$ cat src/rtl/cacode_acq_correlator.sv
`default_nettype none
// +----------------------------------------------------------------------------+
// | cacode_acq_correlator                                                      |
// | Serial code-phase search: correlates a 1-bit chip stream against a local   |
// | C/A Gold code, one 1023-chip epoch per candidate phase, one-chip slips.    |
// | Optional: CACODE_ACQ_EARLY_EXIT_EN stops at the first epoch >= threshold.  |
// | Revision: 1.0 - initial release                                            |
// +----------------------------------------------------------------------------+
module cacode_acq_correlator #(
    parameter int NUM_PHASES = 1023,
    parameter int CORR_W     = 12
) (
    input  logic                     clk,
    input  logic                     rst,
    input  logic [5:0]               prn_num,
    input  logic [10:0]              threshold,
    input  logic                     start,
    input  logic                     chip_in,
    input  logic                     chip_in_valid,
    output logic                     chip_in_ready,
    output logic                     busy,
    output logic                     corr_valid,
    output logic signed [CORR_W-1:0] corr_value,
    output logic                     acq_done,
    output logic                     acq_found,
    output logic [9:0]               code_phase,
    output logic [10:0]              peak_value
);
    localparam logic [2:0] c_IDLE = 3'd0;
    localparam logic [2:0] c_CORR = 3'd1;
    localparam logic [2:0] c_DUMP = 3'd2;
    localparam logic [2:0] c_SLIP = 3'd3;
    localparam logic [2:0] c_DONE = 3'd4;

    localparam logic [9:0] c_LAST_CHIP  = 10'd1022;
    localparam logic [9:0] c_LAST_PHASE = 10'(NUM_PHASES - 1);

    logic [2:0]               r_state;
    logic [9:0]               r_g1;
    logic [9:0]               r_g2;
    logic [3:0]               r_tap_a;
    logic [3:0]               r_tap_b;
    logic [10:0]              r_threshold;
    logic signed [CORR_W-1:0] r_acc;
    logic [9:0]               r_chip_cnt;
    logic [9:0]               r_phase;
    logic [10:0]              r_peak;
    logic [9:0]               r_code_phase;
    logic signed [CORR_W-1:0] r_corr_value;
    logic                     r_acq_done;
    logic                     r_acq_found;

    logic [7:0]               w_taps;
    logic                     w_prn_ok;
    logic [9:0]               w_g1_next;
    logic [9:0]               w_g2_next;
    logic                     w_local_chip;
    logic                     w_accept;
    logic signed [CORR_W-1:0] w_step;
    logic signed [CORR_W-1:0] w_acc_next;
    logic signed [CORR_W-1:0] w_abs;
    logic [10:0]              w_mag;
    logic                     w_early;
    logic                     w_update;
    logic [10:0]              w_peak_next;

    // G2 phase-select stage pair per PRN, one stage number (1..10) per nibble
    always_comb begin
        w_taps = 8'h00;
        case (prn_num)
            6'd1:  w_taps = 8'h26;  6'd2:  w_taps = 8'h37;  6'd3:  w_taps = 8'h48;
            6'd4:  w_taps = 8'h59;  6'd5:  w_taps = 8'h19;  6'd6:  w_taps = 8'h2A;
            6'd7:  w_taps = 8'h18;  6'd8:  w_taps = 8'h29;  6'd9:  w_taps = 8'h3A;
            6'd10: w_taps = 8'h23;  6'd11: w_taps = 8'h34;  6'd12: w_taps = 8'h56;
            6'd13: w_taps = 8'h67;  6'd14: w_taps = 8'h78;  6'd15: w_taps = 8'h89;
            6'd16: w_taps = 8'h9A;  6'd17: w_taps = 8'h14;  6'd18: w_taps = 8'h25;
            6'd19: w_taps = 8'h36;  6'd20: w_taps = 8'h47;  6'd21: w_taps = 8'h58;
            6'd22: w_taps = 8'h69;  6'd23: w_taps = 8'h13;  6'd24: w_taps = 8'h46;
            6'd25: w_taps = 8'h57;  6'd26: w_taps = 8'h68;  6'd27: w_taps = 8'h79;
            6'd28: w_taps = 8'h8A;  6'd29: w_taps = 8'h16;  6'd30: w_taps = 8'h27;
            6'd31: w_taps = 8'h38;  6'd32: w_taps = 8'h49;  6'd33: w_taps = 8'h5A;
            6'd34: w_taps = 8'h4A;  6'd35: w_taps = 8'h17;  6'd36: w_taps = 8'h28;
            6'd37: w_taps = 8'h4A;
            default: w_taps = 8'h00;
        endcase
    end

    assign w_prn_ok = (w_taps != 8'h00);

    // Stage n of each register lives in bit n-1; new bits enter stage 1
    assign w_g1_next    = {r_g1[8:0], r_g1[2] ^ r_g1[9]};
    assign w_g2_next    = {r_g2[8:0], r_g2[1] ^ r_g2[2] ^ r_g2[5] ^ r_g2[7] ^ r_g2[8] ^ r_g2[9]};
    assign w_local_chip = r_g1[9] ^ r_g2[r_tap_a] ^ r_g2[r_tap_b];

    assign chip_in_ready = (r_state == c_CORR);
    assign w_accept      = chip_in_valid && chip_in_ready;
    assign w_step        = (chip_in == w_local_chip) ? CORR_W'(1) : {CORR_W{1'b1}};
    assign w_acc_next    = r_acc + w_step;

    assign w_abs = r_acc[CORR_W-1] ? -r_acc : r_acc;
    assign w_mag = 11'(w_abs);

`ifdef CACODE_ACQ_EARLY_EXIT_EN
    assign w_early = (w_mag >= r_threshold);
`else
    assign w_early = 1'b0;
`endif

    // Strict compare keeps the earliest phase on ties
    assign w_update    = (w_mag > r_peak) || w_early;
    assign w_peak_next = w_update ? w_mag : r_peak;

    always_ff @(posedge clk or posedge rst) begin
        if (rst) begin
            r_state      <= c_IDLE;
            r_g1         <= 10'h3FF;
            r_g2         <= 10'h3FF;
            r_tap_a      <= 4'd0;
            r_tap_b      <= 4'd0;
            r_threshold  <= 11'd0;
            r_acc        <= '0;
            r_chip_cnt   <= 10'd0;
            r_phase      <= 10'd0;
            r_peak       <= 11'd0;
            r_code_phase <= 10'd0;
            r_corr_value <= '0;
            r_acq_done   <= 1'b0;
            r_acq_found  <= 1'b0;
        end else begin
            r_acq_done <= 1'b0;
            case (r_state)
                c_IDLE: begin
                    if (start) begin
                        if (w_prn_ok) begin
                            r_tap_a      <= w_taps[7:4] - 4'd1;
                            r_tap_b      <= w_taps[3:0] - 4'd1;
                            r_threshold  <= threshold;
                            r_g1         <= 10'h3FF;
                            r_g2         <= 10'h3FF;
                            r_acc        <= '0;
                            r_chip_cnt   <= 10'd0;
                            r_phase      <= 10'd0;
                            r_peak       <= 11'd0;
                            r_code_phase <= 10'd0;
                            r_acq_found  <= 1'b0;
                            r_state      <= c_CORR;
                        end else begin
                            r_acq_done  <= 1'b1;
                            r_acq_found <= 1'b0;
                        end
                    end
                end
                c_CORR: begin
                    if (w_accept) begin
                        r_acc      <= w_acc_next;
                        r_g1       <= w_g1_next;
                        r_g2       <= w_g2_next;
                        r_chip_cnt <= r_chip_cnt + 10'd1;
                        if (r_chip_cnt == c_LAST_CHIP) begin
                            r_corr_value <= w_acc_next;
                            r_state      <= c_DUMP;
                        end
                    end
                end
                c_DUMP: begin
                    r_acc      <= '0;
                    r_chip_cnt <= 10'd0;
                    if (w_update) begin
                        r_peak       <= w_mag;
                        r_code_phase <= r_phase;
                    end
                    if ((r_phase == c_LAST_PHASE) || w_early) begin
                        r_acq_done  <= 1'b1;
                        r_acq_found <= (w_peak_next >= r_threshold);
                        r_state     <= c_DONE;
                    end else begin
                        r_state <= c_SLIP;
                    end
                end
                c_SLIP: begin
                    r_g1    <= w_g1_next;
                    r_g2    <= w_g2_next;
                    r_phase <= r_phase + 10'd1;
                    r_state <= c_CORR;
                end
                c_DONE:  r_state <= c_IDLE;
                default: r_state <= c_IDLE;
            endcase
        end
    end

    assign busy       = (r_state != c_IDLE);
    assign corr_valid = (r_state == c_DUMP);
    assign corr_value = r_corr_value;
    assign acq_done   = r_acq_done;
    assign acq_found  = r_acq_found;
    assign code_phase = r_code_phase;
    assign peak_value = r_peak;

endmodule
`default_nettype wire

$ cat config.mk
export PLATFORM = sky130hd
export DESIGN_NAME = cacode_acq_correlator
export DESIGN_NICKNAME = d
export VERILOG_FILES = /design/src/rtl/cacode_acq_correlator.sv
export SDC_FILE = /design/constraint.sdc
export NUM_CORES = 1
export LEC_CHECK = 0
export ABC_AREA = 1
export CAP_MARGIN = 25
export CORE_MARGIN = 2
export CORE_UTILIZATION = 30
export CTS_CLUSTER_SIZE = 24
export DETAILED_ROUTE_END_ITERATION = 16
export DONT_BUFFER_PORTS = 1
export PLACE_DENSITY = 0.43
export SYNTH_ARGS = -nofsm -noshare
export SYNTH_HDL_FRONTEND = slang
export SYNTH_SLANG_ARGS = --single-unit
$ cat constraint.sdc
create_clock -name clk -period 3.4 [get_ports clk]
set_input_delay 0.68 -clock clk [delete_from_list [all_inputs] [get_ports clk]]
set_output_delay 0.68 -clock clk [all_outputs]
set_load 0.02 [all_outputs]
==> flow_results.org <==
** Status
- The flow ran to the end, but the final reports show violations.
- The checks that failed: setup timing.

** Detailed routing
- The first detailed-routing pass ran for 4 iterations.
- Detail Route Antenna Nets :: 0
- After detailed routing, the average wire length per cell comes to 14.00 um.
- The first routing iteration left 364 violations.
- Routed metal-1 wire length :: 9347 um
- Final Routed Wirelength :: approximately 19000 um
- Detailed routing placed a total of between 8000 and 9000 um of wire on met2.
- The routed design uses around 760 um of met3 wire.
- DR DRC count :: 0
- Routed via count divided by cell count :: 4.607
- The highest metal layer carrying signal wires in the routed design is met4.
- For this block, the via count after detailed routing is 6307.

** Setup path
- Critical path data required time :: 3.65 ns
- Biggest cell delay along the critical path :: roughly 0.38 ns
- Top cell family by delay on the critical path :: compound AO/OA/AOI/OAI gates
- Combined buffer and inverter count along the critical path :: 3
- The worst register-to-register path has a setup slack of -0.17 ns.
- Chain of cells forming the critical path :: or2_2, nor3_1, o21ai_2, xor2_1, ha_1, buf_4, a211oi_2, nand3_1, nand2_1, inv_2, buf_6, o21ai_4, ha_4, a21oi_2, nor2_1, a211oi_1, nand4_1, a22o_1
- STA classifies the critical path endpoint as a flop.
- In this run the worst path has a maximum fanout of 4.
- Worst setup path class :: flop to flop
- The worst register-to-register path begins at r_acc[8].
- Endpoint arrival time on the critical path :: 3.82 ns
- Category of the worst setup path launch point :: flop
- Among all stages on the critical path, the largest delay is contributed by sky130_fd_sc_hd__dfrtp_1.
- The critical path starts at r_acc[8].

** Floorplanning
- For this configuration, the core starts out at a cell density of 0.3080.
- The floorplan has 56 rows.
- DIE AREA :: 25510 um2
- Number of top-level design ports :: 60
- The core region is roughly 24000 um2.
- From left edge to right edge, the die measures 159.7 um.
- Die height :: 159.7 um

** Yosys
- The compound-gate portion of the synthesized area came to 0.09341.
- In this run the cell area of the synthesized design comes to 7273 um2.
- Leading post-synthesis cells by instance count :: 358 x sky130_fd_sc_hd__nand2_1, 100 x sky130_fd_sc_hd__inv_1, 89 x sky130_fd_sc_hd__dfrtp_1
- Yosys printed 0 warnings.
- By instance count, the leading cell after synthesis is sky130_fd_sc_hd__nand2_1.
- Post-synthesis share of cell area spent on xor and xnor gates :: 0.03853
- Counting distinct cell types in the post-synthesis netlist gives 46.
- Of the total synthesized cell area, the portion taken by full adders, half adders and majority gates is 0.07844.
- After synthesis the netlist holds a flip-flop and latch count of 109.
- Syn Inst Count :: 991
- The share of synthesized area in the top cell type comes to 0.3062.
- Largest cells by area after synthesis :: sky130_fd_sc_hd__dfrtp_1 31%, sky130_fd_sc_hd__nand2_1 18%, sky130_fd_sc_hd__ha_1 7.6%
- Top cell type by total area after synthesis :: sky130_fd_sc_hd__dfrtp_1
- Of the total synthesized cell area, the portion taken by AND, OR, NAND and NOR gates is 0.3332.
- When the netlist entered floorplanning its net count stood at 1058.
- Number of enable-type register cells in the synthesized netlist :: 0
- Mux cell area share after synthesis :: 0
- Combinational family with the most area after synthesis :: simple AND/OR/NAND/NOR gates
- After synthesis, the share of flip-flops with an asynchronous set or reset is 1.000.
- Main flop type after synthesis :: sky130_fd_sc_hd__dfrtp_1
- Mean cell area of the mapped netlist :: about 7.3 um2
- Sequential-to-total area share from yosys stat :: 0.3785

** Finish
- Total area of sequential cells :: 2758 um2
- Final core utilization :: 0.3616
- In the final design database the tool counted 1112 nets.
- From synthesis to final layout, the design area changed by 17.39%.
- Area used by multi-input combinational logic :: 4093 um2
- 0 antenna diodes ended up in the layout.
- Fill cells in the final layout number 2553.
- Of the cells placed in the final design, the portion with a size suffix greater than 1 is 0.1895.
- Filler-free cell count of the finished design :: 1369

** Placed design
- At the end of routability-driven placement, the weighted congestion stood at 0.8402.
- Input and output buffers added on the ports amount to 0.
- After legalization and detailed placement, the total HPWL measured 14560 um.
- Placement-stage worst setup slack :: -0.3048 ns
- Placed insts :: between 1000 and 1500

** Min path
- The tightest min-delay check is of the input pin to asynchronous set/reset pin type.

** Clocking
- Clock-pin slew was measured on the worst setup and hold paths at 0.09 ns.
- TritonCTS built the clock tree.
- CTS built an H-tree with a depth of 3.
- Clock sink count :: 109
- Buffers inserted during clock tree synthesis total 9.
- For the worst-skew pair, the clock arrives at the later sink with an insertion delay of 0.36 ns.
- Worst-case clock buffer depth :: 2
- Hold repair after CTS inserted 0 buffers.
- Buffer cell driving the clock tree root :: sky130_fd_sc_hd__clkbuf_16

** Timing
- Setup violations remaining at the end of the flow were counted as 1.
- Relative slew margins :: 0.5260
- For this run, the top clock speed supported by timing is 280.1 MHz.
- The final-report hold violation count is 0.
- Setup Total Neg Slack :: -0.1702 ns
- Clock period minus worst slack :: 3.570 ns
- In the post-route analysis, the smallest setup slack over all paths is -0.1702 ns.
- In the finished design, the share of the clock period the worst path needs comes to 1.050.
- Setup repair after global routing could not meet its margin everywhere.
- The count of pins over their slew limit came to 0.
- Actual slew at the worst max-slew pin :: 0.7102 ns
- On the final layout, the worst clock skew is ~0.016 ns.

** Flow run
- MaxCap Viol Count :: 0

** GRT
- Grt total ovfl :: 0
- All-layer global routing usage :: 0.1546
- The first global-routing pass estimated about 32000 um of wire.
- Number of antenna violations at the first check in global routing :: 0
- Largest net degree at the start of global routing :: 65
- The via count of the first global-routing pass is ~6200.

** Pwr
- VDD sags by at most 0.4461 mV.
- For this design the ratio of total power to cell area is 1202 nW/um2.
- In this run the static leakage power is 0.004298 uW.
[cell usage in the layout, fill, tap and decap left out, drive strengths merged, types with 17 or more instances in the layout]
cell type	Yosys	final
inv	108	110
o21ai	62	62
nand2	372	372
nor3	17	17
dfstp	20	20
nor2	43	43
a21oi	31	31
nand4	31	31
nand3	69	69
dfrtp	89	89
buf	17	72
ha	44	44
[logic make-up (layout without fill, tap and decap cells)]
| group | count (synthesis) | count (layout) |
|---|---|---|
| AOI/OAI and AO/OA | 116 | 116 |
| xor gates and xnor gates | 32 | 32 |
| adders and majority gates | 45 | 45 |
| buffers and inverters | 137 | 196 |
| DFF | 109 | 109 |
| and+or+nand+nor | 552 | 552 |
[metrics by stage]
stage	hold slack, ns	power [uW]	cell area, um2
2_1_floorplan	0.4388	6406	7282
3_3_place_gp	0.4478	8681	8044
3_5_place_dp	0.4522	8677	8044
4_1_cts	0.1990	9913	8372
5_1_grt	0.2108	11440	8538
6_report	0.1969	10260	8538
[routing by layer]
| layer | up-vias | GRT usage |
|---|---|---|
| met5 | - | 0 |
| met4 | 0 | 0.02975 |
| met3 | 4 | 0.03039 |
| met2 | 74 | 0.2562 |
| met1 | 2913 | 0.2105 |
| li1 | 3316 | - |
[report_power, final]
| part | internal [uW] | switching (uW) | leakage [uW] |
|---|---|---|---|
| logic | 2930 | 4020 | 0.00275 |
| registers | 1790 | 413 | 0.00140 |
| clock network | 529 | 581 | 0.000147 |
| total | 5250 | 5010 | 0.00430 |
[what timing repair did]
action / 4_1_cts / 5_1_grt
gates cloned: 0 / 0
endpoints found under the setup margin: 1 / 25
pin swaps: 8 / 17
gates resized for setup: 6 / 39
buffers inserted: 1 / 4
[sequential cells by signal, indices dropped and copies added, names as in the netlist, 3 cells and up]
| register | flops |
|---|---|
| r_acc | 12 |
| r_g1 | 10 |
| r_phase | 10 |
| r_tap_a | 4 |
| r_chip_cnt | 10 |
| r_g2 | 10 |
| code_phase | 10 |
| corr_value | 12 |
| r_threshold | 11 |
| r_state | 3 |
| peak_value | 11 |
| r_tap_b | 4 |
[area by class of cell]
cell class,instances,share of cell area
Timing Repair Buffer,72,0.06668
Inverter,108,0.04792
Clock buffer,9,0.02638
Multi-Input combinational cell,745,0.4793
Clock inverter,7,0.009965
Tap cell,319,0.04675
Sequential cell,109,0.3230
[final timing paths]
check                      depth (start not counted)             end
setup / recovery                                  18       acq_found
setup reg to reg                                  18       acq_found
hold / removal                                     1   code_phase[7]
min in group clk                                   2  r_threshold[7]
hold reg to reg                                    2         r_g1[3]
max in group asynchronous                          2         r_g2[6]
[worst reg2reg max path: stages (launching register included)]
cell and delay (ns):
sky130_fd_sc_hd__dfrtp_1 0.38, sky130_fd_sc_hd__or2_2 0.30, sky130_fd_sc_hd__nor3_1 0.22, sky130_fd_sc_hd__o21ai_2 0.09
sky130_fd_sc_hd__xor2_1 0.23, sky130_fd_sc_hd__ha_1 0.29, sky130_fd_sc_hd__buf_4 0.15, sky130_fd_sc_hd__a211oi_2 0.21
sky130_fd_sc_hd__nand3_1 0.12, sky130_fd_sc_hd__nand2_1 0.12, sky130_fd_sc_hd__inv_2 0.07, sky130_fd_sc_hd__buf_6 0.13
sky130_fd_sc_hd__o21ai_4 0.17, sky130_fd_sc_hd__ha_4 0.23, sky130_fd_sc_hd__a21oi_2 0.10, sky130_fd_sc_hd__nor2_1 0.05
sky130_fd_sc_hd__a211oi_1 0.21, sky130_fd_sc_hd__nand4_1 0.17, sky130_fd_sc_hd__a22o_1 0.23
(Power assumes the default switching activity.)
